<file path="config.mk">
export PLATFORM = sky130hd
export DESIGN_NAME = dct_mac_seq
export DESIGN_NICKNAME = d
export VERILOG_FILES = /design/src/rtl/dct_seq_pkg.sv /design/src/rtl/dct_mac_unit.sv /design/src/rtl/dct_mac_seq.sv
export SDC_FILE = /design/constraint.sdc
export NUM_CORES = 1
export LEC_CHECK = 0
export ABC_CLOCK_PERIOD_IN_PS = 9200
export BUFFER_PORTS_ARGS = -buffer_cell sky130_fd_sc_hd__buf_2
export CAP_MARGIN = 20
export CORE_MARGIN = 2
export CORE_UTILIZATION = 60
export CTS_BUF_LIST = sky130_fd_sc_hd__clkbuf_16
export CTS_CLUSTER_SIZE = 8
export DETAILED_ROUTE_END_ITERATION = 8
export GPL_ROUTABILITY_DRIVEN = 0
export PLACE_DENSITY = 0.76
export SLEW_MARGIN = 20
export SYNTH_ARGS = -nofsm -noshare
export SYNTH_HDL_FRONTEND = slang
export SYNTH_HIERARCHICAL = 1
export SYNTH_SLANG_ARGS = --single-unit
</file>
<file path="constraint.sdc">
create_clock -name clk -period 9.2 [get_ports clk]
set_input_delay 0.92 -clock clk [delete_from_list [all_inputs] [get_ports clk]]
set_output_delay 0.92 -clock clk [all_outputs]
set_load 0.02 [all_outputs]
</file>
<file path="src/rtl/dct_seq_pkg.sv">
`default_nettype none
// ============================================================================
// dct_seq_pkg : shared types and constants for the sequential 8x8 DCT MAC
// Rev 1.0 - initial release
// ============================================================================
package dct_seq_pkg;

    localparam int PIX_W  = 8;
    localparam int COEF_W = 8;
    localparam int OUT_W  = 16;

    typedef enum logic [1:0] {
        ST_IDLE    = 2'd0,
        ST_LOAD    = 2'd1,
        ST_COMPUTE = 2'd2,
        ST_DRAIN   = 2'd3
    } state_t;

    typedef logic signed [COEF_W-1:0] coef_t;

    // DCT-II basis scaled by 64; rows 1..7 sum to zero so flat blocks give only DC
    localparam coef_t COEF_TABLE [8][8] = '{
        '{ 8'sd23,  8'sd23,  8'sd23,  8'sd23,  8'sd23,  8'sd23,  8'sd23,  8'sd23},
        '{ 8'sd32,  8'sd27,  8'sd18,  8'sd6,  -8'sd6,  -8'sd18, -8'sd27, -8'sd32},
        '{ 8'sd30,  8'sd12, -8'sd12, -8'sd30, -8'sd30, -8'sd12,  8'sd12,  8'sd30},
        '{ 8'sd27, -8'sd6,  -8'sd32, -8'sd18,  8'sd18,  8'sd32,  8'sd6,  -8'sd27},
        '{ 8'sd23, -8'sd23, -8'sd23,  8'sd23,  8'sd23, -8'sd23, -8'sd23,  8'sd23},
        '{ 8'sd18, -8'sd32,  8'sd6,   8'sd27, -8'sd27, -8'sd6,   8'sd32, -8'sd18},
        '{ 8'sd12, -8'sd30,  8'sd30, -8'sd12, -8'sd12,  8'sd30, -8'sd30,  8'sd12},
        '{ 8'sd6,  -8'sd18,  8'sd27, -8'sd32,  8'sd32, -8'sd27,  8'sd18, -8'sd6 }
    };

    function automatic coef_t coef_at(input logic [2:0] i, input logic [2:0] k);
        return COEF_TABLE[i][k];
    endfunction

endpackage
`default_nettype wire

</file>
<file path="src/rtl/dct_mac_unit.sv">
`default_nettype none
// ============================================================================
// dct_mac_unit : one signed multiply per cycle, ACC_W accumulator, shift/round
// Optional macro DCT_MAC_SEQ_ROUND_EN adds round-half-up before the shift.
// Rev 1.0 - initial release
// ============================================================================
module dct_mac_unit
    import dct_seq_pkg::*;
#(
    parameter int COEF_FRAC = 6,
    parameter int ACC_W     = 20
) (
    input  logic                    clk,
    input  logic                    rst_n,
    input  logic                    clr,
    input  logic                    en,
    input  logic                    first,
    input  logic [PIX_W-1:0]        pix,
    input  coef_t                   coef,
    output logic signed [OUT_W-1:0] result
);

    localparam int PROD_W = PIX_W + 1 + COEF_W;

    logic signed [PIX_W:0]    pix_s;
    logic signed [PROD_W-1:0] prod;
    logic signed [ACC_W-1:0]  prod_ext;
    logic signed [ACC_W-1:0]  acc;
    logic signed [ACC_W-1:0]  acc_next;
    logic signed [ACC_W-1:0]  acc_adj;
    logic signed [ACC_W-1:0]  acc_shift;

    assign pix_s    = {1'b0, pix};
    assign prod     = pix_s * coef;
    assign prod_ext = {{(ACC_W-PROD_W){prod[PROD_W-1]}}, prod};
    // k=0 loads the product so no separate clear cycle is needed between elements
    assign acc_next = first ? prod_ext : acc + prod_ext;

`ifdef DCT_MAC_SEQ_ROUND_EN
    localparam logic signed [ACC_W-1:0] HALF = ACC_W'(1) << (COEF_FRAC-1);
    assign acc_adj = acc_next + HALF;
`else
    assign acc_adj = acc_next;
`endif

    assign acc_shift = acc_adj >>> COEF_FRAC;
    assign result    = OUT_W'(acc_shift);

    always_ff @(posedge clk or negedge rst_n) begin
        if (!rst_n) begin
            acc <= '0;
        end else if (clr) begin
            acc <= '0;
        end else if (en) begin
            acc <= acc_next;
        end
    end

endmodule
`default_nettype wire

</file>
<file path="src/rtl/dct_mac_seq.sv">
`default_nettype none
// ============================================================================
// dct_mac_seq : sequential 8x8 DCT (Y = C*X), 64-pixel buffer, 1 MAC/cycle
// Optional macro DCT_MAC_SEQ_ROUND_EN selects rounding in dct_mac_unit.
// Rev 1.0 - initial release
// ============================================================================
module dct_mac_seq
    import dct_seq_pkg::*;
#(
    parameter int COEF_FRAC = 6,
    parameter int ACC_W     = 20
) (
    input  logic        clk,
    input  logic        rst_n,
    input  logic        in_valid,
    input  logic [7:0]  in_data,
    output logic        in_ready,
    output logic        out_valid,
    output logic [15:0] out_data,
    input  logic        out_ready,
    input  logic        abort,
    output logic        busy,
    output logic        done
);

    state_t state, state_next;

    logic [PIX_W-1:0] pix_buf [64];
    logic [5:0]       wr_idx;
    logic [2:0]       gen_i, gen_j, gen_k;
    logic             gen_done;
    logic             op_valid, op_first, op_last, op_final;
    logic [PIX_W-1:0] op_pix;
    coef_t            op_coef;
    logic signed [OUT_W-1:0] mac_result;
    logic             in_fire, out_fire, stall, mac_en, mac_last_fire, issue;

    assign in_fire       = in_valid & in_ready;
    assign out_fire      = out_valid & out_ready;
    // Only a finished result blocked by a full output register stops the pipe
    assign stall         = op_valid & op_last & out_valid & ~out_ready;
    assign mac_en        = op_valid & ~stall & ~abort;
    assign mac_last_fire = mac_en & op_last;
    assign issue         = (state == ST_COMPUTE) & ~gen_done & ~stall & ~abort;

    always_ff @(posedge clk or negedge rst_n) begin
        if (!rst_n) state <= ST_IDLE;
        else        state <= state_next;
    end

    always_comb begin
        state_next = state;
        if (abort) begin
            state_next = ST_IDLE;
        end else begin
            case (state)
                ST_IDLE:    if (in_fire) state_next = ST_LOAD;
                ST_LOAD:    if (in_fire && wr_idx == 6'd63) state_next = ST_COMPUTE;
                ST_COMPUTE: if (mac_last_fire && op_final) state_next = ST_DRAIN;
                ST_DRAIN:   if (out_fire) state_next = ST_IDLE;
                default:    state_next = ST_IDLE;
            endcase
        end
    end

    always_comb begin
        busy     = (state != ST_IDLE);
        in_ready = (state == ST_IDLE) || (state == ST_LOAD);
    end

    always_ff @(posedge clk) begin
        if (in_fire && !abort) pix_buf[wr_idx] <= in_data;
    end

    always_ff @(posedge clk or negedge rst_n) begin
        if (!rst_n) begin
            wr_idx    <= '0;
            {gen_i, gen_j, gen_k} <= '0;
            gen_done  <= 1'b0;
            op_valid  <= 1'b0;
            op_first  <= 1'b0;
            op_last   <= 1'b0;
            op_final  <= 1'b0;
            op_pix    <= '0;
            op_coef   <= '0;
            out_valid <= 1'b0;
            out_data  <= '0;
            done      <= 1'b0;
        end else if (abort) begin
            wr_idx    <= '0;
            {gen_i, gen_j, gen_k} <= '0;
            gen_done  <= 1'b0;
            op_valid  <= 1'b0;
            out_valid <= 1'b0;
            done      <= 1'b0;
        end else begin
            done <= (state == ST_DRAIN) && out_fire;
            if (in_fire) wr_idx <= wr_idx + 6'd1;

            // Operand fetch: X[k][j] and C[i][k], i/j/k counted as one 9-bit index
            if (issue) begin
                op_valid <= 1'b1;
                op_pix   <= pix_buf[{gen_k, gen_j}];
                op_coef  <= coef_at(gen_i, gen_k);
                op_first <= (gen_k == 3'd0);
                op_last  <= (gen_k == 3'd7);
                op_final <= &{gen_i, gen_j, gen_k};
                {gen_i, gen_j, gen_k} <= {gen_i, gen_j, gen_k} + 9'd1;
                if (&{gen_i, gen_j, gen_k}) gen_done <= 1'b1;
            end else if (!stall) begin
                op_valid <= 1'b0;
            end

            if (mac_last_fire) begin
                out_valid <= 1'b1;
                out_data  <= mac_result;
            end else if (out_fire) begin
                out_valid <= 1'b0;
            end

            if (state == ST_DRAIN && out_fire) begin
                gen_done <= 1'b0;
                wr_idx   <= '0;
            end
        end
    end

    dct_mac_unit #(
        .COEF_FRAC (COEF_FRAC),
        .ACC_W     (ACC_W)
    ) u_mac (
        .clk    (clk),
        .rst_n  (rst_n),
        .clr    (abort),
        .en     (mac_en),
        .first  (op_first),
        .pix    (op_pix),
        .coef   (op_coef),
        .result (mac_result)
    );

endmodule
`default_nettype wire

</file>
==> results of run 1 <==
-- cells in the mapped netlist, types with 5 or more instances --
library cell  number
o31ai_1            5
o21ai_1            5
o21a_1             8
xnor2_1           21
dfrtp_1           75
a211oi_1          10
nand2b_1          23
a22oi_1           23
a21oi_1           44
a22o_1             7
a21o_1            11
mux2_2            61
buf_2             30
nor3_1            22
xor2_1            15
edfxtp_1         512
inv_1             80
nor2_1           153
and2_1            49
nand3_1           28
o21bai_1           6
nand2_1           90
clkbuf_1          35
mux2i_1           63
ha_1              79
buf_6              6
a31oi_1           10
o221ai_1          21
o21ai_0           38
and3_1             6
nor2b_1           10
buf_4             13
or3_1             12
o22ai_1           15
a221oi_1          10
o211ai_1           6
mux4_2            95
buf_1              7
fa_1              38
-- kinds of logic (layout without fill, tap and decap cells) --
| kind of cell | Yosys count | after routing | share of synthesized area |
|---|---|---|---|
| xor+xnor | 37 | 37 | 0.0121 |
| compound gates | 260 | 260 | 0.0675 |
| fa+ha+maj | 117 | 117 | 0.0638 |
| mux | 219 | 219 | 0.126 |
| flops | 587 | 587 | 0.629 |
| buf+inv | 172 | 238 | 0.0283 |
| simple gates | 420 | 420 | 0.0728 |
-- cell type report --
cell class	count	share of cell area
multi-input combinational	1053	0.311
clock buffer	85	0.0702
timing repair buffer	46	0.0104
clock inverter	26	0.00466
tap	600	0.0248
sequential	587	0.569
inverter	81	0.0100
-- critical path: cells and delay by family (launching register included) --
kind / cells / cell delay, ns
multiplexers: 1 / 0.30
AND/OR/NAND/NOR: 5 / 1.10
XOR/XNOR: 2 / 0.41
AO/OA/AOI/OAI: 6 / 1.06
flip-flops: 1 / 0.56
adder cells (fa/ha/maj): 6 / 2.59
buffers and inverters: 5 / 0.46
-- layout by cell type, fill, tap and decap left out, types with 6 or more instances in the layout --
| cell type | synthesis | routed |
|---|---|---|
| a211oi_1 | 10 | 10 |
| a21o_1 | 11 | 11 |
| a21oi_1 | 44 | 44 |
| a221oi_1 | 10 | 10 |
| a22o_1 | 7 | 7 |
| a22oi_1 | 23 | 23 |
| a31oi_1 | 10 | 10 |
| and2_1 | 49 | 49 |
| and3_1 | 6 | 6 |
| buf_2 | 30 | 24 |
| buf_4 | 13 | 19 |
| clkbuf_16 | 0 | 85 |
| dfrtp_1 | 75 | 71 |
| edfxtp_1 | 512 | 512 |
| fa_1 | 38 | 38 |
| ha_1 | 79 | 79 |
| inv_1 | 80 | 101 |
| mux2_2 | 61 | 61 |
| mux2i_1 | 63 | 63 |
| mux4_2 | 95 | 95 |
| nand2_1 | 90 | 90 |
| nand2b_1 | 23 | 23 |
| nand3_1 | 28 | 28 |
| nor2_1 | 153 | 153 |
| nor2b_1 | 10 | 10 |
| nor3_1 | 22 | 20 |
| o211ai_1 | 6 | 6 |
| o21a_1 | 8 | 8 |
| o21ai_0 | 38 | 38 |
| o21bai_1 | 6 | 6 |
| o221ai_1 | 21 | 21 |
| o22ai_1 | 15 | 15 |
| or3_1 | 12 | 12 |
| xnor2_1 | 21 | 21 |
| xor2_1 | 15 | 15 |
-- sequential cells by signal, summed over array words and instances, names as in the netlist --
signal,count
u_mac/acc,20
gen_done,1
wr_idx,6
state,2
gen_j,3
out_valid,1
pix_buf,512
gen_i,3
op_last,1
done,1
gen_k,3
out_data,16
op_coef,7
op_pix,8
op_final,1
op_valid,1
op_first,1
-- routing by layer --
| metal | GRT usage | up-vias | routed length [um] |
|---|---|---|---|
| li1 | - | 6975 | - |
| met1 | 0.368 | 8120 | 25000 |
| met2 | 0.417 | 713 | 29500 |
| met3 | 0.0618 | 132 | 4840 |
| met4 | 0.0968 | 2 | 1990 |
| met5 | 0 | - | 4 |
-- stage by stage --
stage | std cells | util
CTS | 2477 | 0.669
detailed placement | 2366 | 0.619
global placement | 2366 | 0.618
global route | 2478 | 0.669
finish | 2478 | 0.669
floorplan | 1812 | -
-- report_power, final --
group / leakage [nW] / switching [mW] / internal, mW
sequential: 5.61 / 0.102 / 2.97
clock: 1.19 / 1.07 / 1.63
combinational: 3.82 / 2.90 / 2.00
total: 10.6 / 4.07 / 6.60
-- path summary, 6_finish.rpt --
| path | from | end | slack [ns] | cells after the start |
|---|---|---|---|---|
| max | op_coef[6] | out_data[15] | 2.59 | 25 |
| min | rst_n | out_data[1] | 0.46 | 1 |
| max reg2reg | op_coef[6] | out_data[15] | 2.59 | 25 |
| min reg2reg | out_data[7] | out_data[7] | 0.50 | 1 |
| max in group asynchronous | rst_n | gen_j[0] | 8.01 | 1 |
| min in group clk | out_data[7] | out_data[7] | 0.50 | 1 |
==> flow_summary.ini, run 1 <==
[clock_tree]
cts_tree = done
ctsHoldBuffers = 0
clock_latency_ns = 0.62
clkTransAtPathRegs_ns = 0.05
htreeDepth = 3
cts.path.max_buffers = 3
postCtsSetupRepairBufs = 0
cts_made_buffers = 83
cts.sinks = 587
ctsResizeCount = 0
root_buffer = clkbuf_16

[sta]
maxSlewHeadroom = 0.242
report.final.slew_viol_count = 0
max_freq_ghz = 0.151
whs_ns = 0.457
setup_viol = 0
final_hold_viol_count = 0
fin_crit_sh = 0.718
fin_skew_ns = 0.0278
tns_ns = 0
grt_setup_unrepaired = false
post-route-min-period_ns = 6.61
setup_slack_ns = 2.59
worstMarginPinSlew_ns = 1.14

[floorplanning]
fp-row-count = 78
start_util = 0.605
fp.coreArea_mm2 = 0.0453
die_h_um = 218
die-width_um = 218
fp.dieArea_mm2 = 0.0474
pin_count = 33

[layout]
fillers = 3041
drive_gt1_frac = 0.175
n_antenna_cell = 0
final_nets = 1982
multi_input_area_mm2 = 0.00941
area_growth_pct = 10.6
fin_area_mm2 = 0.0303
regArea_mm2 = 0.0173

[synth]
ys_types = 77
syn_area_mm2 = 0.0274
synth-edff-count = 512
synth_top_area_cell = edfxtp_1
yosysTopAreaCellShare = 0.561
synth_ff_type = edfxtp_1
synthCells = 1812
synth_warnings = 6
synth_fp_nets = 1942
synth-seq-cells = 587
ys_seq_area_frac = 0.629
syn_avg_cell_area_um2 = 15.1
ys_top_cells_by_area = edfxtp_1 56%, mux4_2 7.8%, dfrtp_1 6.8%, ha_1 3.6%, fa_1 2.8%
async_flop_share = 0.128

[placed_design]
place_area_mm2 = 0.0280
dp_hpwl_um = 37300
place_ws_ns = 2.66
io_buffers = 32

[worst_setup_path]
cp-start-kind = flop
arrival_ns = 7.11
end_kind = flop
crit_fanout = 14
required_ns = 9.71
cpMostUsedCell = inv_1
cpPeakStageDelay_ns = 0.56
critPathKind = flop to flop
worst_path_max_delay_cell = dfrtp_1

[global_routing]
antenna_found_initial = 1
grt_start_max_net_pins = 145
grt.total_usage = 0.266
grt_pass1_wl_um = 93700
grt.overflow.total = 0
grt_pass1_vias = 15900

[detailed_routing]
dr.pass1.iters = 6
wirelength_um = 61300
wl_per_cell_um = 24.8
ant_nets = 0
drc = 0
vias = 15900
drt_iter0_drc = 1865
vias_per_cell = 6.43

[power_and_ir_drop]
power_density_mw_per_mm2 = 352
power_mw = 10.7
p_leak_nw = 10.6
ir_drop_uv = 500

[worst_hold_path]
hold_path.class = primary input to async pin

[status]
status = complete, no violations

[run]
drv_cap = 0
No activity file was read; power rests on OpenSTA's default activity.
==> run 2, diff against run 1 <==
--- a/config.mk
+++ b/config.mk
@@ -5,7 +5,7 @@
 export SDC_FILE = /design/constraint.sdc
 export NUM_CORES = 1
 export LEC_CHECK = 0
-export ABC_CLOCK_PERIOD_IN_PS = 9200
+export ABC_CLOCK_PERIOD_IN_PS = 6700
 export BUFFER_PORTS_ARGS = -buffer_cell sky130_fd_sc_hd__buf_2
 export CAP_MARGIN = 20
 export CORE_MARGIN = 2
==> constraint.sdc (replaced) <==
create_clock -name clk -period 6.7 [get_ports clk]
set_input_delay 0.67 -clock clk [delete_from_list [all_inputs] [get_ports clk]]
set_output_delay 0.67 -clock clk [all_outputs]
set_load 0.02 [all_outputs]
==> run 2 against run 1 <==
Clock skew up 0.0017 ns. Critical path type unchanged. Critical endpoint is now out_data[14]. Global-route usage up 0.078 points. Die area unchanged. First-iteration DRC count down 4.8%. Highest routed layer is now met4. Sequential power up 37%. Final cell count up 0.12%. Power up 38%. Sequential share of layout area down 0.11 points. Register-to-register slack worse by 2.1 ns.
==> flow_summary.ini, run 2 (synthesized netlist as in run 1, its figures left out) <==
[floorplanning]
die_h_um = 218
fp.dieArea_mm2 = 0.0474
fp.coreArea_mm2 = 0.0453
start_util = 0.605
fp-row-count = 78
die-width_um = 218
pin_count = 33

[power_and_ir_drop]
p_leak_nw = 10.6
ir_drop_uv = 805
power_mw = 14.7
power_density_mw_per_mm2 = 485

[status]
status = complete, no violations

[sta]
fin_skew_ns = 0.0296
post-route-min-period_ns = 6.22
fin_crit_sh = 0.928
tns_ns = 0
max_freq_ghz = 0.161
maxSlewHeadroom = 0.262
setup_viol = 0
worstMarginPinSlew_ns = 1.11
grt_setup_unrepaired = false
report.final.slew_viol_count = 0
final_hold_viol_count = 0

[worst_hold_path]
hold_path.class = primary input to async pin

[global_routing]
top_usage_layer = met2
grt_start_max_net_pins = 94
antenna_found_initial = 0
grt.total_usage = 0.267
use_met1 = 0.373
use_met2 = 0.419
grt_pass1_wl_um = 94800
grt.overflow.total = 0
met3_usage = 0.0527
grt_pass1_vias = 15900

[worst_setup_path]
end_kind = flop
crit_fanout = 9
arrival_ns = 6.71
required_ns = 7.20
cp-start-kind = flop
r2r_slack_ns = 0.48
critPathKind = flop to flop

[clock_tree]
cts.sinks = 587
root_buffer = clkbuf_16
cts_made_buffers = 83
clkTransAtPathRegs_ns = 0.05
htreeDepth = 3
cts_tree = done
clock_latency_ns = 0.62
cts.path.max_buffers = 3
ctsHoldBuffers = 0

[detailed_routing]
ant_nets = 0
dr.pass1.iters = 6
drc = 0
wl_per_cell_um = 24.8
drt_iter0_drc = 1775
vias = 16000
wirelength_um = 61600
vias_per_cell = 6.45

[layout]
multi_input_area_mm2 = 0.00943
drive_gt1_frac = 0.179
largest_reg_flops = 512
fin_area_mm2 = 0.0304
n_antenna_cell = 0
final_core_util = 0.671
fin_cells = 2481
reg_top3 = pix_buf (512), u_mac/acc (20), out_data (16)
regArea_mm2 = 0.0173
fillers = 2996
top_register = pix_buf
area_growth_pct = 10.8
layout_commonest_cell = edfxtp_1
final_cell_mix = 512 x edfxtp_1, 153 x nor2_1, 98 x inv_1
final_nets = 1987

[run]
drv_cap = 0

[placed_design]
place_area_mm2 = 0.0280
placed_cells = 2367
dp_hpwl_um = 37700
io_buffers = 32
==> run 2: power breakdown <==
| group | internal (mW) | leakage, nW | switching [mW] | total (mW) |
|---|---|---|---|---|
| clock network | 2.23 | 1.18 | 1.45 | 3.69 |
| logic | 2.77 | 3.85 | 4.07 | 6.84 |
| registers | 4.08 | 5.61 | 0.136 | 4.21 |
==> run 2: area by class of cell <==
class                           count  share of cell area
Timing Repair Buffer               51              0.0117
Multi-Input combinational cell   1053               0.310
Inverter                           81              0.0101
Sequential cell                   587               0.568
Tap cell                          600              0.0247
Clock buffer                       85              0.0700
Clock inverter                     24             0.00457
==> run 2: worst max-delay path, cell delays in order, from the launching register on <==
cell      delay [ns]
dfrtp_1         0.48
and2_1          0.21
fa_1            0.54
fa_1            0.51
fa_1            0.49
inv_1           0.05
fa_1            0.47
inv_1           0.04
ha_1            0.32
or3_1           0.37
o21ai_0         0.08
a21oi_1         0.11
a311oi_2        0.29
nor3_1          0.10
xnor2_1         0.25
inv_1           0.08
ha_1            0.24
a21o_1          0.17
a21oi_1         0.18
and3_1          0.20
o311ai_2        0.12
nand3_1         0.13
nor3b_1         0.25
xor2_1          0.14
mux2_2          0.28
==> run 2: final timing paths <==
check / to / cells after the start / startpoint
max in group asynchronous: op_coef[6] / 2 / rst_n
worst min register to register: out_data[7] / 1 / out_data[7]
worst max register to register: out_data[14] / 24 / op_pix[6]
min in group clk: done / 3 / out_ready
worst max-delay path: out_data[14] / 24 / op_pix[6]
worst min-delay path: out_data[0] / 1 / rst_n
==> run 2: per-layer routing <==
layer | up-vias | wire (um)
li1 | 6991 | -
met1 | 8124 | 25100
met2 | 737 | 29700
met3 | 147 | 4660
met4 | 0 | 2150
met5 | - | 0
==> run 2: metrics by stage <==
stage | hold slack (ns) | setup slack [ns]
after floorplan | 0.374 | 0.737
after global placement | 0.474 | 0.445
after detailed placement | 0.489 | 0.252
after CTS | 0.241 | 0.212
after global routing | 0.0410 | 0.0823
final | 0.0161 | 0.481
==> run 2: timing repair <==
| item | CTS | global route |
|---|---|---|
| setup endpoints to repair | 0 | 4 |
| buffers inserted | 0 | 3 |
| gates resized for setup | 0 | 4 |
| endpoints found under the hold margin | 0 | 0 |
